==> src/rtl/mem_arbiter.sv <==
`default_nettype none
// ============================================================================
// mem_arbiter: shares the byte-wide external memory bus between instruction
// fetch and load/store, splitting 1/2/4-byte requests into byte transfers.
// Rev 1.0 - initial release
// ============================================================================
module mem_arbiter #(
    parameter int STARVE_LIMIT = 4
) (
    input  logic        clk_in,
    input  logic        rst_in_n,
    input  logic        rdy_in,
    input  logic        inst_req,
    input  logic [31:0] inst_addr,
    input  logic        inst_flush,
    output logic        inst_ack,
    output logic [31:0] inst_data,
    input  logic        data_req,
    input  logic        data_we,
    input  logic [31:0] data_addr,
    input  logic [1:0]  data_len,
    input  logic [31:0] data_wdata,
    output logic        data_ack,
    output logic [31:0] data_rdata,
    input  logic        io_buffer_full,
    input  logic [7:0]  mem_din,
    output logic [7:0]  mem_dout,
    output logic [31:0] mem_a,
    output logic        mem_wr
);

    localparam logic [2:0] S_IDLE   = 3'd0;
    localparam logic [2:0] S_INST   = 3'd1;
    localparam logic [2:0] S_DREAD  = 3'd2;
    localparam logic [2:0] S_DWRITE = 3'd3;
    localparam logic [2:0] S_DONE   = 3'd4;
    localparam logic [2:0] C_LIMIT  = 3'(STARVE_LIMIT);

    logic [2:0]  state_q, state_d;
    logic [31:0] base_q, base_d;
    logic [2:0]  len_q, len_d;
    logic [2:0]  iss_q, iss_d;
    logic [2:0]  cap_q, cap_d;
    logic        pend_q, pend_d;
    logic [2:0]  starve_q, starve_d;
    logic [31:0] wbuf_q, wbuf_d;
    logic [31:0] rbuf_q, rbuf_d;
    logic        inst_ack_q, inst_ack_d;
    logic        data_ack_q, data_ack_d;
    logic [31:0] inst_data_q, inst_data_d;
    logic [31:0] data_rdata_q, data_rdata_d;
    logic [7:0]  mem_dout_q;

    logic        w_active_rd;
    logic        w_more;
    logic        w_io_block;
    logic        w_abort;
    logic        w_inst_ok;
    logic [2:0]  w_len_data;
    logic [7:0]  w_wr_byte;

    assign w_active_rd = (state_q == S_INST) || (state_q == S_DREAD);
    assign w_more      = iss_q < len_q;
    assign w_abort     = (state_q == S_INST) && inst_flush;
    assign w_inst_ok   = inst_req && !inst_flush;
    assign w_wr_byte   = wbuf_q[{iss_q[1:0], 3'b000} +: 8];

    always_comb begin
        w_len_data = 3'd4;
        case (data_len)
            2'b00:   w_len_data = 3'd1;
            2'b01:   w_len_data = 3'd2;
            default: w_len_data = 3'd4;
        endcase
    end

    // Bus pins: address only while a byte remains to be issued, otherwise 0.
    always_comb begin
        mem_a = 32'd0;
        if ((w_active_rd || state_q == S_DWRITE) && w_more) begin
            mem_a = base_q + {29'd0, iss_q};
        end
    end

    // UART window sits at mem_a[17:16] == 2'b11.
    assign w_io_block = (mem_a[17:16] == 2'b11) && io_buffer_full;
    assign mem_wr     = (state_q == S_DWRITE) && w_more && rdy_in && !w_io_block;
    assign mem_dout   = ((state_q == S_DWRITE) && w_more) ? w_wr_byte : mem_dout_q;

    // A flush arriving in the ack cycle still hides the stale fetch word.
    assign inst_ack   = inst_ack_q && !inst_flush;
    assign data_ack   = data_ack_q;
    assign inst_data  = inst_data_q;
    assign data_rdata = data_rdata_q;

    always_comb begin
        state_d      = state_q;
        base_d       = base_q;
        len_d        = len_q;
        iss_d        = iss_q;
        cap_d        = cap_q;
        pend_d       = pend_q;
        starve_d     = starve_q;
        wbuf_d       = wbuf_q;
        rbuf_d       = rbuf_q;
        inst_ack_d   = inst_ack_q;
        data_ack_d   = data_ack_q;
        inst_data_d  = inst_data_q;
        data_rdata_d = data_rdata_q;

        if (rdy_in && !inst_req) begin
            starve_d = 3'd0;
        end

        // A flush is honoured even while paused so that it is never lost.
        if (w_abort) begin
            state_d = S_IDLE;
            iss_d   = 3'd0;
            cap_d   = 3'd0;
            pend_d  = 1'b0;
        end else if (!rdy_in) begin
            pend_d = 1'b0;
            if (w_active_rd) begin
                iss_d = cap_q;
            end
        end else begin
            inst_ack_d = 1'b0;
            data_ack_d = 1'b0;
            case (state_q)
                S_IDLE: begin
                    iss_d  = 3'd0;
                    cap_d  = 3'd0;
                    pend_d = 1'b0;
                    rbuf_d = 32'd0;
                    if (w_inst_ok && (!data_req || starve_q == C_LIMIT)) begin
                        state_d  = S_INST;
                        base_d   = inst_addr;
                        len_d    = 3'd4;
                        starve_d = 3'd0;
                    end else if (data_req) begin
                        state_d = data_we ? S_DWRITE : S_DREAD;
                        base_d  = data_addr;
                        len_d   = w_len_data;
                        wbuf_d  = data_wdata;
                        if (inst_req && starve_q != C_LIMIT) begin
                            starve_d = starve_q + 3'd1;
                        end
                    end
                end
                S_INST, S_DREAD: begin
                    pend_d = w_more;
                    if (w_more) begin
                        iss_d = iss_q + 3'd1;
                    end
                    if (pend_q) begin
                        rbuf_d[{cap_q[1:0], 3'b000} +: 8] = mem_din;
                        cap_d = cap_q + 3'd1;
                        if (cap_d == len_q) begin
                            state_d = S_DONE;
                            pend_d  = 1'b0;
                            if (state_q == S_INST) begin
                                inst_ack_d  = 1'b1;
                                inst_data_d = rbuf_d;
                            end else begin
                                data_ack_d   = 1'b1;
                                data_rdata_d = rbuf_d;
                            end
                        end
                    end
                end
                S_DWRITE: begin
                    if (w_more && !w_io_block) begin
                        iss_d = iss_q + 3'd1;
                        if (iss_d == len_q) begin
                            state_d    = S_DONE;
                            data_ack_d = 1'b1;
                        end
                    end
                end
                S_DONE: begin
                    state_d = S_IDLE;
                end
                default: begin
                    state_d = S_IDLE;
                end
            endcase
        end
    end

    always_ff @(posedge clk_in or negedge rst_in_n) begin
        if (!rst_in_n) begin
            state_q      <= S_IDLE;
            base_q       <= 32'd0;
            len_q        <= 3'd0;
            iss_q        <= 3'd0;
            cap_q        <= 3'd0;
            pend_q       <= 1'b0;
            starve_q     <= 3'd0;
            wbuf_q       <= 32'd0;
            rbuf_q       <= 32'd0;
            inst_ack_q   <= 1'b0;
            data_ack_q   <= 1'b0;
            inst_data_q  <= 32'd0;
            data_rdata_q <= 32'd0;
            mem_dout_q   <= 8'd0;
        end else begin
            state_q      <= state_d;
            base_q       <= base_d;
            len_q        <= len_d;
            iss_q        <= iss_d;
            cap_q        <= cap_d;
            pend_q       <= pend_d;
            starve_q     <= starve_d;
            wbuf_q       <= wbuf_d;
            rbuf_q       <= rbuf_d;
            inst_ack_q   <= inst_ack_d;
            data_ack_q   <= data_ack_d;
            inst_data_q  <= inst_data_d;
            data_rdata_q <= data_rdata_d;
            mem_dout_q   <= mem_dout;
        end
    end

endmodule
`default_nettype wire

==> config.mk <==
export PLATFORM = sky130hd
export DESIGN_NAME = mem_arbiter
export DESIGN_NICKNAME = d
export VERILOG_FILES = /design/src/rtl/mem_arbiter.sv
export SDC_FILE = /design/constraint.sdc
export NUM_CORES = 1
export LEC_CHECK = 0
export ABC_AREA = 1
export CAP_MARGIN = 20
export CORE_MARGIN = 1
export CORE_UTILIZATION = 50
export CTS_CLUSTER_DIAMETER = 80
export DETAILED_ROUTE_END_ITERATION = 10
export PLACE_DENSITY_LB_ADDON = 0.05
export SLEW_MARGIN = 20
export SYNTH_ARGS = -nofsm -noshare
export SYNTH_HDL_FRONTEND = slang
export SYNTH_SLANG_ARGS = --single-unit
==> constraint.sdc <==
create_clock -name clk_in -period 4.1 [get_ports clk_in]
set_input_delay 1.23 -clock clk_in [delete_from_list [all_inputs] [get_ports clk_in]]
set_output_delay 1.23 -clock clk_in [all_outputs]
set_load 0.03 [all_outputs]
# Word level (Yosys, flattened, before mapping)
# Index checks and enable logic that the tools add are counted.
[classes] bitwise=3 addsub=5 n_eq_ne=19 muxes=52 n_lt_le_gt_ge=1 n_shift=3 n_reduce_logical=36
[op_table] op="$mux W32" count=4
[op_table] op="$mux W3" count=25
[op_table] op="$pmux W32 S2" count=1
[op_table] op="$add A32 B3 Y32" count=1
[op_table] op="$bwmux W32" count=1
[op_table] op="$shift A8 B7 Y32 const A" count=1
[op_table] op="$shiftx A32 B6 Y8" count=1
[op_table] op="$shiftx A8 B7 Y32" count=1
[op_table] op="$pmux W3 S3" count=2
[op_table] op="$reduce_and A6 Y1" count=3
[op_table] op="$mux W1" count=14
[op_table] op="$logic_and A1 B1 Y1" count=12
[op_table] op="$pmux W3 S2" count=2
[op_table] op="$reduce_and A4 Y1" count=3
[op_table] op="$add A3 B1 Y3 const B" count=3
[op_table] op="$ne A3 B3 Y1 const B" count=3
[op_table] op="$mux W8" count=1
[op_table] op="$ne A4 B4 Y1 const B" count=2
[op_table] op="$neg A5 Y7" count=1
[op_table] op="$eq A3 B2 Y1 const B" count=2
[op_table] op="$eq A3 B3 Y1" count=2
[op_table] op="$ne A3 B2 Y1 const B" count=2
[op_table] op="$reduce_bool A2 Y1" count=3
[op_table] op="$reduce_bool A3 Y1" count=2
[op_table] op="19 further kinds" count=27
[totals] in_bits=114 regBits=186

# Depth between registers and ports, before layout
[depth] word_depth=13 ltp_mapped=15 depth_no_buf=15

# Least setup slack after synthesis
# No wires, ideal clock.
[synth_timing] kind="register -> output" start="register iss_q[0]" end="output port mem_a[11]" stages_incl_launch_ff=11 t_arrival_ns=2.706 setup_slack_ns=0.164 cell_sequence="dfrtp_1 > clkbuf_1 > clkinv_1 > buf_1 > ha_1 > nand3b_1 > nand2_1 > nor2_1 > inv_1 > clkbuf_1 > nor3_1"
[synth_between] elab_chain_cells=3 elab_cells_between_ends=4 classes_between="add/sub (1); order compare (1); mux (1); reduce/logical (1)"
[synth_rtl] element="from (decl)" line_no="42" text="logic [2:0] iss_q, iss_d;"
[synth_rtl] element="from (signal assigned)" line_no="210" text="iss_q <= iss_d;"
[synth_rtl] element="parallel branches: the longest is 2 deep, another holds $add A32 B3 Y32"
[synth_rtl] element="$mux W32 *" line_no="80" text="if ((w_active_rd || state_q == S_DWRITE) && w_more) begin"
[synth_rtl] element="to (decl)" line_no="28" text="output logic [31:0] mem_a,"
# Every way passes the cells marked *.

# Worst setup path after layout
[layout_timing] start="register len_q[2]" end="output port mem_dout[3]"
[layout_between] elab_chain_cells=3
[layout_rtl] element="from (decl)" line_no="41" text="logic [2:0] len_q, len_d;"
[layout_rtl] element="from (signal assigned)" line_no="209" text="len_q <= len_d;"
[layout_rtl] element="$lt A3 B3 Y1" line_no="63" text="assign w_more = iss_q < len_q;"
[layout_rtl] element="$logic_and A1 B1 Y1" line_no="88" text="assign mem_dout = ((state_q == S_DWRITE) && w_more) ? w_wr_byte : mem_dout_q;"
[layout_rtl] element="$mux W8" line_no="88"
[layout_rtl] element="to (decl)" line_no="27" text="output logic [7:0] mem_dout,"
# Every way passes these cells.

==> metrics.md <==
| Metric | Value |
|---|---|
| Die area | 18,900 µm² |
| GR Util met1 | 34.3% |
| Via density per instance | 5.36 |
| Cts bufs inserted | 17 |
| Syn nets | 1,251 |
| Top FF cell, synth | dfrtp_1 |
| Hold-critical path depth | 2 |
| Peak fanout along the critical path | 10 |
| Kind of critical path | register to output port |
| GR Util All Layers | 26.0% |
| Period utilization | 95.5% |
| Footprint of the multi-input gates | 3940 µm² |
| Vias in the first global route | 7,658 |
| CP startpoint kind | register |
| Final min period | 3920 ps |
| P&R area growth vs syn | 32.8% |
| Clk_lat worst skew | 430 ps |
| Synth Cell Area | 9170 µm² |
| Max Freq | 255 MHz |
| HP Start | wbuf_q[23] |
| Total gr overflow | 0 |
| Routability congestion estimate | 0.873 |
| Final Power | 7.86 mW |
| Hold EP | wbuf_q[23] |
| DRT iter0 DRCs | 486 |
| Max_slew headroom | 56.8% |
| Initial Util | 51.1% |
| Post-Place Setup Slack | 251 ps |
| Max Cap Viol | 0 |
| CTS tree | yes |
| IO Count | 221 |
| Worst vdd ir | 0.000427 V |
| Synth Register Bits | 186 |
| Gate Count Post-Synth | 1,121 |
| Most frequent cells in the layout | 291 x nand2_1, 184 x dfrtp_1, 178 x clkdlybuf4s50_1, 126 x o21ai_0, 109 x nor2_1 |
| Cell Count Post-Placement | 1,537 |
| WL final | 23.8 mm |
| DR pass1 iterations | 5 |
| LEAKAGE | 5.63 nW |
| Crit. End Element | output port |
| Area after DPL | 11,500 µm² |
| # hold bufs at CTS | 0 |
| Arrival time worst endpoint | 2690 ps |
| Antenna violations before repair | 1 |
| H-tree depth | 4 |
| Ant. Diodes | 0 |
| DP HPWL | 16.9 mm |
| Die Span Y | 137 µm |
| Detail Route Antenna Nets | 0 |
| Crit Reg-Reg Endpoint | data_rdata[26] |
| Status | complete, no violations |
| Num rows | 49 |
| Input/output buffers | 220 |
| Util after Layout | 67.8% |
| Via count | 8,417 |
| Drt drc | 0 |
| Grt met3 use | 5.22% |
| Register area | 4660 µm² |
| Chip Width | 137 µm |
| Nets | 1,460 |
| Core area | 18,000 µm² |
| Design area | 12,200 µm² |
| EDFF count, synth | 0 |
| Met2 Usage GRT | 42.7% |
| Final setup vio count | 0 |
| Final std cells w/o fill | 1,571 |
| Asr flop ratio synth | 100% |
| Hold crit path type | register to register |
| FF-to-FF setup slack | 1510 ps |
| Power Dens Cells | 645 nW/µm² |
| Layout cells sized above 1 | 8.94% |
| CTS Root Cell | clkbuf_16 |
| CTS sink cnt | 186 |
| Depth of the most critical reg-to-reg path | 10 |
| First-pass GRT wire length | 38.1 mm |
| Most common cell after layout, fill and taps aside | nand2_1 |
| RR Startpoint | cap_q[0] |
| Pin count of the biggest net entering global routing | 79 |
| Netlist cell types | 45 |
| Layout filler cell count | 1,545 |
| Crit path required time | 2870 ps |
| Clk_skew | 12.5 ps |
| Final Max Slew Viols | 0 |
| Register area share after synthesis | 50.7% |
| Syn_area_per_cell | 8.18 µm² |
| Longest Clk Path Bufs | 2 |
| Final hold violations | 0 |
| Hold slack final | 466 ps |
| Setup TNS | 0 ps |
| Yosys warns | 0 |
| Final WS setup | 182 ps |
| Wire per inst | 15.1 µm |
| GRT Max-Usage Layer | met2 |
| Worst slew pin tran | 648 ps |
| Clk slew on worst S/H paths | 70 ps |
==> critical path, stage by stage (launching register included) <==
cell	delay [ps]
dfrtp_1	400
inv_1	90
ha_1	310
a21oi_1	130
nand2_1	130
nor4_2	180
buf_4	270
mux2_2	380
dlygate4sd2_1	360
==> worst max path at each step <==
stage,startpoint,end,depth (start not counted)
floorplan,iss_q[0],mem_a[11],10
global placement,inst_flush,inst_ack,3
detailed placement,inst_flush,inst_ack,3
CTS,iss_q[1],mem_a[25],10
global route,base_q[0],mem_a[26],14
finish,len_q[2],mem_dout[3],8
==> metal layers <==
metal / wire length (µm) / part of all wire [%] / vias up
li1: - / - / 4146
met1: 10400 / 44 / 3975
met2: 11600 / 49 / 250
met3: 1280 / 5.4 / 44
met4: 560 / 2.4 / 2
met5: 13 / 0.055 / -
==> repair_timing <==
action,CTS,global route
buffers inserted,0,3
endpoints found under the setup margin,10,10
resized for setup,10,8
pin swaps,0,3
==> power breakdown <==
part	switching [mW]	internal (mW)
logic	2.26	1.22
registers	0.396	2.29
clock network	0.755	0.930
total	3.41	4.44
==> flip-flops by register name, indices dropped and copies added (netlist names) <==
| register | count |
|---|---|
| starve_q | 3 |
| inst_ack_q | 1 |
| state_q | 3 |
| rbuf_q | 32 |
| mem_dout_q | 8 |
| data_ack | 1 |
| cap_q | 3 |
| len_q | 3 |
| inst_data | 32 |
| base_q | 32 |
| pend_q | 1 |
| wbuf_q | 32 |
| data_rdata | 32 |
| iss_q | 3 |
==> cells in the mapped netlist (3+ instances only) <==
cell type,number,area (µm²)
a211oi_1,3,22.5
a21oi_1,34,170
a22oi_1,12,90.1
a31oi_1,34,213
a32oi_1,4,35.0
buf_2,17,85.1
clkbuf_1,28,105
dfrtp_1,186,4650
ha_1,15,188
inv_1,102,383
inv_2,7,26.3
mux2_2,8,90.1
nand2_1,292,1100
nand3_1,20,100
nand3_2,3,30.0
nand4_1,14,87.6
nor2_1,111,417
nor3_1,16,80.1
o21ai_0,126,631
o21ai_1,6,30.0
o22ai_1,36,225
o32ai_1,9,78.8
xor2_1,7,61.3
==> layout make-up <==
type / instances / share of cell area [%]
Sequential cell: 186 / 38.2
Multi-Input combinational cell: 776 / 32.3
Timing Repair Buffer: 238 / 18.8
Clock buffer: 18 / 3.60
Inverter: 111 / 3.42
Tap cell: 229 / 2.35
Clock inverter: 13 / 1.31
==> cell families (layout without fill, tap and decap cells) <==
group	after synthesis	after routing	share of synthesized area [%]
buffers and inverters	159	380	6.82
multiplexers	8	8	0.982
AO/OA/AOI/OAI	271	271	17.0
AND/OR/NAND/NOR	472	472	21.3
XOR/XNOR	9	9	0.859
flip-flops	186	186	50.7
adder cells (fa/ha/maj)	16	16	2.26
(Power assumes the default switching activity.)
